[src/rtl/dsi_lanes_ctrl_if.sv]
// Byte-stream and per-lane serializer bundle for dsi_lanes_ctrl.
// master = upstream assembler plus lane side, slave = the sequencer.
interface dsi_lanes_ctrl_if #(parameter int LANES = 4);
  logic               s_valid;
  logic [7:0]         s_data;
  logic               s_last;
  logic               s_hs;
  logic               s_ready;
  logic [8*LANES-1:0] lane_data;
  logic [LANES-1:0]   lane_write;
  logic               lane_type;
  logic [LANES-1:0]   lane_eof;
  logic [LANES-1:0]   lane_dummy;
  logic [LANES-1:0]   lane_request;
  logic [LANES-1:0]   lane_active;

  modport master (
    output s_valid, s_data, s_last, s_hs, lane_request, lane_active,
    input  s_ready, lane_data, lane_write, lane_type, lane_eof, lane_dummy
  );
  modport slave (
    input  s_valid, s_data, s_last, s_hs, lane_request, lane_active,
    output s_ready, lane_data, lane_write, lane_type, lane_eof, lane_dummy
  );
endinterface

[src/rtl/dsi_lanes_ctrl.sv]
// DSI lane sequencer: stripes a byte burst round-robin over 1..LANES lanes,
// closes every lane's burst with eof/dummy and enforces an idle gap.
// Optional stat counters: define DSI_LANES_CTRL_STATS_EN.
module dsi_lanes_ctrl #(
  parameter int LANES      = 4,
  parameter int GAP_CYCLES = 8
) (
  input  logic             clk_base,
  input  logic             reset,
  input  logic [1:0]       lanes_cfg,
  dsi_lanes_ctrl_if.slave  bus,
  output logic             busy
`ifdef DSI_LANES_CTRL_STATS_EN
  ,
  output logic [15:0]      stat_bursts,
  output logic [31:0]      stat_bytes
`endif
);
  typedef enum logic [2:0] {IDLE, COLLECT, ISSUE_PEND, ISSUE_LAST, DRAIN, GAP} state_t;

  state_t                 state, state_nx;
  logic [LANES-1:0][7:0]  stage, pend, stage_in;
  logic                   pend_valid;
  logic [2:0]             n, cnt, final_cnt;
  logic [2:0]             cfg_n, in_n, in_cnt;
  logic                   hs;
  logic [7:0]             gap_cnt;
  logic [LANES-1:0]       act_mask, fin_mask;
  logic                   all_req, in_word_end, accept, use_stage;
  logic [LANES-1:0]       wr, eof, dummy;
  logic [8*LANES-1:0]     lane_data;

  assign cfg_n = ({1'b0, lanes_cfg} >= 3'(LANES)) ? 3'(LANES) : {1'b0, lanes_cfg} + 3'd1;

  // In IDLE the first byte uses the live lane count before it is latched.
  assign in_n        = (state == IDLE) ? cfg_n : n;
  assign in_cnt      = (state == IDLE) ? 3'd0 : cnt;
  assign in_word_end = (in_cnt == in_n - 3'd1);

  for (genvar i = 0; i < LANES; i++) begin : g_mask
    assign act_mask[i] = (3'(i) < n);
    assign fin_mask[i] = (3'(i) < final_cnt);
  end

  assign all_req = &(bus.lane_request | ~act_mask);

  always_comb begin
    stage_in = stage;
    for (int i = 0; i < LANES; i++)
      if (3'(i) == in_cnt) stage_in[i] = bus.s_data;
  end

  always_comb begin
    state_nx    = state;
    bus.s_ready = 1'b0;
    accept      = 1'b0;
    use_stage   = 1'b0;
    wr          = '0;
    eof         = '0;
    dummy       = '0;
    case (state)
      IDLE, COLLECT: begin
        // Completing a word while one is still pending needs the lanes ready.
        bus.s_ready = !(in_word_end && pend_valid && !all_req);
        accept      = bus.s_valid && bus.s_ready;
        if (accept && in_word_end && !bus.s_last && pend_valid) wr = act_mask;
        if (accept) state_nx = bus.s_last ? ISSUE_PEND : COLLECT;
      end
      ISSUE_PEND: begin
        if (pend_valid) begin
          if (all_req) begin
            wr       = act_mask;
            eof      = act_mask & ~fin_mask;
            state_nx = ISSUE_LAST;
          end
        end else if (final_cnt != n) begin
          // Short burst: lanes with no byte get a dummy closing byte.
          if (all_req) begin
            wr       = act_mask & ~fin_mask;
            eof      = act_mask & ~fin_mask;
            dummy    = act_mask & ~fin_mask;
            state_nx = ISSUE_LAST;
          end
        end else begin
          state_nx = ISSUE_LAST;
        end
      end
      ISSUE_LAST: begin
        use_stage = 1'b1;
        if (all_req) begin
          wr       = fin_mask;
          eof      = fin_mask;
          state_nx = DRAIN;
        end
      end
      DRAIN: if ((bus.lane_active & act_mask) == '0) state_nx = GAP;
      GAP:   if (GAP_CYCLES == 0 || gap_cnt == 8'(GAP_CYCLES - 1)) state_nx = IDLE;
      default: state_nx = IDLE;
    endcase
  end

  always_comb begin
    lane_data = '0;
    for (int i = 0; i < LANES; i++)
      if (wr[i] && !dummy[i]) lane_data[8*i +: 8] = use_stage ? stage[i] : pend[i];
  end

  assign bus.lane_data  = lane_data;
  assign bus.lane_write = wr;
  assign bus.lane_eof   = eof;
  assign bus.lane_dummy = dummy;
  assign bus.lane_type  = hs;
  assign busy           = (state != IDLE);

  always_ff @(posedge clk_base or posedge reset) begin
    if (reset) begin
      state      <= IDLE;
      stage      <= '0;
      pend       <= '0;
      pend_valid <= 1'b0;
      n          <= 3'd0;
      cnt        <= 3'd0;
      final_cnt  <= 3'd0;
      hs         <= 1'b0;
      gap_cnt    <= 8'd0;
    end else begin
      state   <= state_nx;
      gap_cnt <= (state == GAP) ? gap_cnt + 8'd1 : 8'd0;
      if (accept) begin
        if (state == IDLE) begin
          n  <= cfg_n;
          hs <= bus.s_hs;
        end
        if (bus.s_last) begin
          stage     <= stage_in;
          final_cnt <= in_cnt + 3'd1;
          cnt       <= 3'd0;
        end else if (in_word_end) begin
          pend       <= stage_in;
          pend_valid <= 1'b1;
          cnt        <= 3'd0;
        end else begin
          stage <= stage_in;
          cnt   <= in_cnt + 3'd1;
        end
      end
      if (state == ISSUE_PEND && state_nx == ISSUE_LAST) pend_valid <= 1'b0;
      if (state == GAP && state_nx == IDLE) hs <= 1'b0;
    end
  end

`ifdef DSI_LANES_CTRL_STATS_EN
  always_ff @(posedge clk_base or posedge reset) begin
    if (reset) begin
      stat_bursts <= 16'd0;
      stat_bytes  <= 32'd0;
    end else begin
      if (accept) stat_bytes <= stat_bytes + 32'd1;
      if (state != DRAIN && state_nx == DRAIN) stat_bursts <= stat_bursts + 16'd1;
    end
  end
`endif
endmodule
[src/flat_wrapper.sv]
// flat-port wrapper written by rule: the top's interface ports become plain ports
module dsi_lanes_ctrl_flat 
#(
  parameter int LANES      = 4,
  parameter int GAP_CYCLES = 8
)
  (clk_base, reset, lanes_cfg, busy, bus_s_valid, bus_s_data, bus_s_last, bus_s_hs, bus_lane_request, bus_lane_active, bus_s_ready, bus_lane_data, bus_lane_write, bus_lane_type, bus_lane_eof, bus_lane_dummy);
  dsi_lanes_ctrl_if #(.LANES(LANES)) bus_i ();
  input  logic clk_base;
  input  logic reset;
  input  logic [1:0] lanes_cfg;
  output logic busy;
  input wire logic [$bits(bus_i.s_valid)-1:0] bus_s_valid;
  input wire logic [$bits(bus_i.s_data)-1:0] bus_s_data;
  input wire logic [$bits(bus_i.s_last)-1:0] bus_s_last;
  input wire logic [$bits(bus_i.s_hs)-1:0] bus_s_hs;
  input wire logic [$bits(bus_i.lane_request)-1:0] bus_lane_request;
  input wire logic [$bits(bus_i.lane_active)-1:0] bus_lane_active;
  output wire logic [$bits(bus_i.s_ready)-1:0] bus_s_ready;
  output wire logic [$bits(bus_i.lane_data)-1:0] bus_lane_data;
  output wire logic [$bits(bus_i.lane_write)-1:0] bus_lane_write;
  output wire logic [$bits(bus_i.lane_type)-1:0] bus_lane_type;
  output wire logic [$bits(bus_i.lane_eof)-1:0] bus_lane_eof;
  output wire logic [$bits(bus_i.lane_dummy)-1:0] bus_lane_dummy;
  assign bus_i.s_valid = bus_s_valid;
  assign bus_i.s_data = bus_s_data;
  assign bus_i.s_last = bus_s_last;
  assign bus_i.s_hs = bus_s_hs;
  assign bus_i.lane_request = bus_lane_request;
  assign bus_i.lane_active = bus_lane_active;
  assign bus_s_ready = bus_i.s_ready;
  assign bus_lane_data = bus_i.lane_data;
  assign bus_lane_write = bus_i.lane_write;
  assign bus_lane_type = bus_i.lane_type;
  assign bus_lane_eof = bus_i.lane_eof;
  assign bus_lane_dummy = bus_i.lane_dummy;
  dsi_lanes_ctrl #(.LANES(LANES), .GAP_CYCLES(GAP_CYCLES)) u_core (.clk_base(clk_base), .reset(reset), .lanes_cfg(lanes_cfg), .bus(bus_i), .busy(busy));
endmodule
[config.mk]
export PLATFORM = sky130hd
export DESIGN_NAME = dsi_lanes_ctrl_flat
export DESIGN_NICKNAME = d
export VERILOG_FILES = /design/src/rtl/dsi_lanes_ctrl_if.sv /design/src/rtl/dsi_lanes_ctrl.sv /design/src/flat_wrapper.sv
export SDC_FILE = /design/constraint.sdc
export NUM_CORES = 1
export LEC_CHECK = 0
export ABC_CLOCK_PERIOD_IN_PS = 7800
export CAP_MARGIN = 20
export CORE_ASPECT_RATIO = 0.7
export CORE_UTILIZATION = 40
export DETAILED_ROUTE_END_ITERATION = 8
export HOLD_SLACK_MARGIN = 0.12
export SYNTH_ARGS = -nofsm -noshare
export SYNTH_HDL_FRONTEND = slang
export SYNTH_SLANG_ARGS = --single-unit
[constraint.sdc]
create_clock -name clk_base -period 7.8 [get_ports clk_base]
set_clock_uncertainty 0.2 [all_clocks]
set_input_delay 0.78 -clock clk_base [delete_from_list [all_inputs] [get_ports clk_base]]
set_output_delay 0.78 -clock clk_base [all_outputs]
set_load 0.03 [all_outputs]
# Word-level counts from Yosys, hierarchy flattened
# Cells that the tools add are included.
# classes
n_addsub	4
magnitude_cmp	8
n_eq_ne	14
muxes	49
bitwise_logic	6
reduce_logical	35
# op_table
cell	n
$mux W8	13
$mux W32	2
$mux W4	9
$mux W3	11
$pmux W3 S5	1
$logic_and A1 B1 Y1	12
$lt A1 B3 Y1 const A	4
$lt A2 B3 Y1 const A	4
$pmux W4 S3	1
$mux W1	10
$eq A3 B2 Y1 const B	3
$logic_not A3 Y1	3
$add A8 B1 Y8 const B	1
$and A4 B4 Y4	2
$eq A8 B3 Y1 const B	1
$not A4 Y4	2
$pmux W4 S2	1
$reduce_bool A2 Y1	4
$logic_not A1 Y1	7
$eq A2 B3 Y1 const A	2
$eq A3 B3 Y1 const B	2
$reduce_and A2 Y1	3
$reduce_and A3 Y1	2
$logic_not A4 Y1	1
15 further kinds	15
# word_totals
ff_bits	86
input_bits	23
output_inout_bits	47
elab_cells	131

# Depth between registers and ports, before layout
# Gate-level depths: netlist of run 1.
# logic_depth
ltp_word	15
mapped_depth	10
mapped_depth_nobuf	8

# Worst setup path before layout of run 1
# Ideal clock, no wire load.
# synth_path
kind	in2out
start	input port lanes_cfg[0]
end	output port bus_lane_data[24]
t_arrival_ns	3.183
path_slack_ns	3.637
cell_stages	8
n_path_buf	0
path_cell_list	or4b_1 -> o21ai_0 -> ha_1 -> xnor2_1 -> nand4_4 -> o21ai_2 -> a21oi_1 -> nor3_1
# synth_via
elab_chain_len	15
# synth_lines
element	line_no	rtl
from (decl)	flat_wrapper.sv:11	input logic [1:0] lanes_cfg;
$add A2 B1 Y3 *	dsi_lanes_ctrl.sv:33	assign cfg_n = ({1'b0, lanes_cfg} >= 3'(LANES)) ? 3'(LANES) : {1'b0, lanes_cfg} + 3'd1;
$mux W3 *	--	
$sub A3 B1 Y3 *	dsi_lanes_ctrl.sv:38	assign in_word_end = (in_cnt == in_n - 3'd1);
$eq A3 B3 Y1 *	dsi_lanes_ctrl.sv:38	
$logic_and A1 B1 Y1 (2 in a row)	dsi_lanes_ctrl.sv:64	bus.s_ready = !(in_word_end && pend_valid && !all_req);
$logic_not A1 Y1	dsi_lanes_ctrl.sv:64	
$logic_and A1 B1 Y1	dsi_lanes_ctrl.sv:65	accept = bus.s_valid && bus.s_ready;
$logic_and A1 B1 Y1 * (3 in a row)	dsi_lanes_ctrl.sv:66	if (accept && in_word_end && !bus.s_last && pend_valid) wr = act_mask;
$mux W4 *	dsi_lanes_ctrl.sv:66	
$pmux W4 S3 *	dsi_lanes_ctrl.sv:61	case (state)
$logic_and A1 B1 Y1 *	dsi_lanes_ctrl.sv:105	if (wr[i] && !dummy[i]) lane_data[8*i +: 8] = use_stage ? stage[i] : pend[i];
$mux W8 *	dsi_lanes_ctrl.sv:105	
to (decl)	flat_wrapper.sv:20	output wire logic [$bits(bus_i.lane_data)-1:0] bus_lane_data;
# Mark *: on every way between the ends. The rest lies on a longest branch, timed or not.

# Worst setup path after layout of run 1
# layout_path
start	input port lanes_cfg[0]
end	output port bus_lane_data[31]
# The elaborated chain is that of the path after synthesis.

==> run summary, run 1 <==
setup TNS: 0 ps
Peak supply drop: 0.000173 V
status: completed
wire length on met1: 6.22 mm
Final Cycle Share: 0.685
gr usage total: 0.206
DRT antenna net count: 0
uppermost layer routed: met4
register clock-pin slew on the reported worst setup and hold paths: 60 ps
Core Util, Final: 0.508
R2R Setup Slk: 4470 ps
Crit. End Element: output port
Startpoint Class: primary input
Worst Path Arrival: 4360 ps
Design Area, Final: 6010 µm²
clk_lat worst skew: 330 ps
CTS resizes: 0
Gate Count Post-Synth: 509
final hold viol count: 0
r2r endpoint: u_core.stage[29]
clock root buffer master: clkbuf_16
I/O Buffers: 69
FF-to-FF path depth: 8
Initial Util: 0.416
Tmin final: 5340 ps
placed inst area: 5710 µm²
die height: 94.8 µm
worst slew pin tran: 1040 ps
register area share after synthesis: 0.437
Crit path required time: 6820 ps
antenna diode count: 0
initial antenna violation count: 0
total gr overflow: 0
RSZ-0062 raised after global routing: false
area leader, netlist: dfrtp_1
DIE AREA: 12800 µm²
largest net degree at the start of global routing: 71
setup bufs post-CTS: 0
post-route insts no fill: 728
Synth Register Bits: 86
DRC Markers: 0
cts bufs inserted: 9
Routed WL: 12.3 mm
Die X: 135 µm
Worst Hold Endpoint: u_core.gap_cnt[0]
main area contributors after synthesis: dfrtp_1 (44%), mux2i_1 (8.7%), mux2_2 (5.7%)
Post-synth ARST share: 1.00
DRT Pass-1 Iters: 4
via count: 3862
Syn-to-layout area delta: 22.1%
Clock Path Buffers: 2
detailed-routed wire length on met3: 383 µm
Max FO, Critical Path: 9
fin nets: 599
cell count after placement: 712
hpwl dp: 8.55 mm
post-synth top area share: 0.437
DR WL met2: 5.51 mm
Max Clk Rate: 0.187 GHz
max cap viols: 0
top_reg_cell synth: dfrtp_1
critical path class: in2out
Commonest cells post-synth: dfrtp_1 (86), nand2_1 (71), nor2_1 (51), mux2i_1 (43), o21ai_0 (43)
Slew Viols, Final: 0
Mapped Avg Cell Area: 9.68 µm²
most common cell in the synthesized netlist: dfrtp_1
RR Startpoint: u_core.state[0]
GP Congestion: 0.830
Yosys cell types: 61
clock sinks: 86
Iteration-0 DRC Markers: 242
Hold Path Class: reg2reg
layout cells sized above 1: 0.123
H-tree levels: 3
row cnt: 33
TritonCTS clock tree: yes
first-pass GRT wire length: 20.0 mm
cell area after synthesis: 4920 µm²
Yosys warning count: 0
Static Leak: 2.61 nW
Routed WL per cell: 16.9 µm
hold_sp: u_core.gap_cnt[0]
vias per cell: 5.30
num ports: 70
hold path depth: 1
syn nets: 541
vias in the first global route: 3866
relative slew slack: 0.309
setup violators final: 0
cts hold-fix bufs: 0
core box area: 11900 µm²
Power Density: 356 nW/µm²
Post-synth EDFFs: 0
==> how the worst max path moves through the flow <==
stage | cells after the start | endpoint | slack [ps] | start
6_report | 10 | bus_lane_data[31] | 2460 | lanes_cfg[0]
5_1_grt | 10 | bus_lane_data[30] | 2300 | lanes_cfg[0]
4_1_cts | 10 | bus_lane_data[31] | 2480 | lanes_cfg[0]
3_5_place_dp | 10 | bus_lane_data[31] | 2490 | lanes_cfg[0]
3_3_place_gp | 10 | bus_lane_data[30] | 2570 | lanes_cfg[0]
2_1_floorplan | 8 | bus_lane_data[24] | 3640 | lanes_cfg[0]
==> cell families after synthesis <==
logic type,synth area share
AOI/OAI and AO/OA,0.118
xor gates and xnor gates,0.0196
adders and majority gates,0.0249
buffers and inverters,0.0348
DFF,0.437
muxes,0.171
and+or+nand+nor,0.194
==> critical path, cell delays in order <==
cell,delay (ps)
clkdlybuf4s50_1,470
or4b_1,460
o21ai_0,120
ha_1,280
xnor2_1,290
nand4_4,200
o21ai_2,280
a21oi_1,350
nor3_1,400
clkdlybuf4s50_1,740
==> layout by cell type (no fill, tap or decap), drive strengths merged, types with 2 or more instances in the layout <==
cell           netlist  final
and2                 4      4
nor2b                5      5
o31ai                3      3
clkinv               0      3
xnor2                7      7
a21boi               5      5
dfrtp               86     86
and3                 2      2
nand4                3      3
a21o                 3      3
nand2b               3      3
clkdlybuf4s50        0     69
o211ai               4      4
xor2                 4      4
clkinvlp             0      3
nand3                7      7
or4b                 2      2
nand3b               3      3
nor2                56     56
ha                   9      9
clkbuf              16      9
nand2               71     71
buf                 10      4
inv                 13     13
a21oi               17     17
mux2                34     34
or3                  2      2
mux2i               43     43
nor3b                2      2
o41ai                4      4
nor4                 2      2
o21ai               44     44
nor3                30     30
and4                 2      2
==> layer usage <==
layer	up-vias	track usage
met5	-	0
met4	0	0.0590
met3	15	0.0413
met2	72	0.309
met1	1878	0.300
li1	1897	-
==> sequential cells by signal, summed over array words and instances, names as in the netlist <==
register,cells
u_core.pend,32
u_core.stage,32
u_core.gap_cnt,8
u_core.cnt,3
u_core.final_cnt,3
u_core.n,3
u_core.state,3
u_core.bus.lane_type,1
u_core.pend_valid,1
==> metrics by stage <==
stage	hold WS, ps	power (mW)	setup slack, ps
floorplan	225	1.50	3640
global placement	241	1.71	2570
detailed placement	253	1.75	2490
CTS	262	2.15	2480
global route	285	2.30	2300
finish	257	2.14	2460
==> where the power goes <==
group          leakage [nW]  internal, mW  switching, mW
clock                 0.124         0.216          0.180
sequential             1.11         0.626          0.166
combinational          1.38         0.422          0.531
total                  2.61          1.26          0.877
==> cell type report <==
class	instances	area (µm²)
Fill cell	1060	5840
Multi-Input combinational cell	384	2600
Sequential cell	86	2150
Timing Repair Buffer	73	741
Clock buffer	9	225
Tap cell	157	196
Inverter	13	50.0
Clock inverter	6	48.8
No activity file was read; power rests on OpenSTA's default activity.
==> run 2, diff against run 1 <==
Settings changed: ABC_CLOCK_PERIOD_IN_PS 7800 to 4600.
Clock period 7.8 ns to 4.6 ns, I/O delays scaled along.
==> run 2 against run 1 <==
  * Worst setup slack got worse by 2200 ps
  * Critical endpoint is now bus_lane_data[5]
  * Sequential cell count stayed put
  * Routed wire length increased by 2.3%
==> run summary, run 2 (synthesized netlist as in run 1, its figures left out) <==
commonest non-fill, non-tap cell in the layout: dfrtp_1 (unchanged)
Worst Path Arrival: 3700 ps (was 4360 ps)
via count: 3951 (was 3862)
fin nets: 606 (was 599)
I/O Buffers: 69 (unchanged)
register clock-pin slew on the reported worst setup and hold paths: 60 ps (about the same)
clk_lat worst skew: 330 ps (about the same)
Max Clk Rate: 0.229 GHz
largest net degree at the start of global routing: 65 (was 71)
Core Util, Final: 0.521 (was 0.508)
DRT Pass-1 Iters: 4 (unchanged)
GP Congestion: 0.853 (was 0.830)
num ports: 70 (unchanged)
most frequent cells in the layout: dfrtp_1 (86), nand2_1 (71), nor2_1 (51), clkdlybuf4s50_1 (47) (was dfrtp_1 (86), nand2_1 (71), clkdlybuf4s50_1 (69), nor2_1 (51))
gr usage total: 0.207 (was 0.206)
first-pass GRT wire length: 20.1 mm (was 20.0 mm)
DIE AREA: 12800 µm² (unchanged)
placed inst area: 5780 µm² (was 5710 µm²)
Iteration-0 DRC Markers: 180 (was 242)
RSZ-0062 raised after global routing: false (unchanged)
Die X: 135 µm (unchanged)
TritonCTS clock tree: yes (unchanged)
Initial Util: 0.416 (unchanged)
final hold viol count: 0 (unchanged)
critical path class: in2out (unchanged)
vias in the first global route: 3805 (was 3866)
max cap viols: 0 (unchanged)
initial antenna violation count: 0 (unchanged)
worst slew pin tran: 864 ps (was 1040 ps)
status: completed (unchanged)
total gr overflow: 0 (unchanged)
row cnt: 33 (unchanged)
Slew Viols, Final: 0 (unchanged)
core box area: 11900 µm² (unchanged)
Power Density: 608 nW/µm² (was 356 nW/µm²)
cts bufs inserted: 9 (unchanged)
hpwl dp: 8.64 mm (was 8.55 mm)
filler instances: 1062 (was 1060)
DRC Markers: 0 (unchanged)
Startpoint Class: primary input (unchanged)
Routed WL per cell: 17.1 µm (was 16.9 µm)
largest registers: u_core.pend x32, u_core.stage x32, u_core.gap_cnt x8 (unchanged)
setup TNS: 0 ps (unchanged)
setup violators final: 0 (unchanged)
vias per cell: 5.38 (was 5.30)
Crit. End Element: output port (unchanged)
Crit path required time: 3940 ps (was 6820 ps)
layout cells sized above 1: 0.149 (was 0.123)
setup bufs post-CTS: 0 (unchanged)
DRT antenna net count: 0 (unchanged)
die height: 94.8 µm (unchanged)
Routed WL: 12.6 mm (was 12.3 mm)
cell count after placement: 719 (was 712)
Tmin final: 4360 ps
antenna diode count: 0 (unchanged)
Max FO, Critical Path: 8 (was 9)
Register Area: 2150 µm² (unchanged)
area occupied by multi-input gates: 2620 µm² (was 2600 µm²)
Final Cycle Share: 0.948
Design Area, Final: 6170 µm² (was 6010 µm²)
Static Leak: 3.02 nW (was 2.61 nW)
Hold Path Class: in2async (was reg2reg)
relative slew slack: 0.423 (was 0.309)
Peak supply drop: 0.000216 V (was 0.000173 V)
post-route insts no fill: 735 (was 728)
Clock Path Buffers: 2 (unchanged)
clock root buffer master: clkbuf_16 (unchanged)
clock sinks: 86 (unchanged)
H-tree levels: 3 (unchanged)
Syn-to-layout area delta: 25.4% (was 22.1%)
[run 2: cell count changes in the layout (fill, tap and decap cells not counted), sizes merged]
cell           delta
clkinv            -1
clkinvlp          -2
buf              +11
dlymetal6s2s     +18
inv               -1
bufinv            +1
clkdlybuf4s50    -22
clkbuf            +3
[run 2: metrics by stage]
step	power, mW	hold WS (ps)	worst slack [ps]
global placement	2.95	240	95.0
floorplan	2.54	225	1030
global route	4.02	285	20.0
detailed placement	3.00	260	42.5
CTS	3.76	269	41.5
finish	3.76	265	239
[run 2: final timing paths]
kind | cells past startpoint | endpoint | slack [ps] | startpoint
max reg2reg | 9 | u_core.stage[26] | 1280 | u_core.state[0]
min in group clk_base | 1 | u_core.gap_cnt[0] | 270 | u_core.gap_cnt[0]
min reg2reg | 1 | u_core.gap_cnt[0] | 270 | u_core.gap_cnt[0]
max | 10 | bus_lane_data[5] | 240 | lanes_cfg[0]
min | 2 | u_core.pend[29] | 270 | reset
max in group asynchronous | 4 | u_core.pend[18] | 2940 | reset
[run 2: repair_timing]
action,CTS,global route
endpoints found under the setup margin,0,27
gates resized for setup,0,23
hold buffers,0,0
[run 2: critical path: stages]
cell             delay, ps
clkdlybuf4s50_1        480
or4b_1                 460
o21ai_0                130
ha_1                   280
xnor2_1                290
nand4_4                170
o21ai_2                320
a21boi_2               210
nor3_1                 220
clkdlybuf4s50_1        700
[run 2: layer usage]
layer | track usage | vias up | share of wire
met3 | 0.0505 | 10 | 0.047
met1 | 0.301 | 1922 | 0.50
li1 | - | 1908 | -
met2 | 0.311 | 111 | 0.44
met4 | 0.0393 | 0 | 0.0076
met5 | 0 | - | 0
[run 2: final cells by class]
class | instances | share of cell area
multi-input cells | 384 | 0.425
repair buffers | 80 | 0.137
inverters | 13 | 0.00811
well taps | 157 | 0.0318
flip-flops and latches | 86 | 0.349
clock buffers | 12 | 0.0432
clock inverters | 3 | 0.00689
[run 2: power breakdown]
| part | internal, mW | switching, mW |
|---|---|---|
| logic | 0.736 | 0.939 |
| registers | 1.06 | 0.268 |
| clock network | 0.461 | 0.289 |
| total | 2.26 | 1.50 |
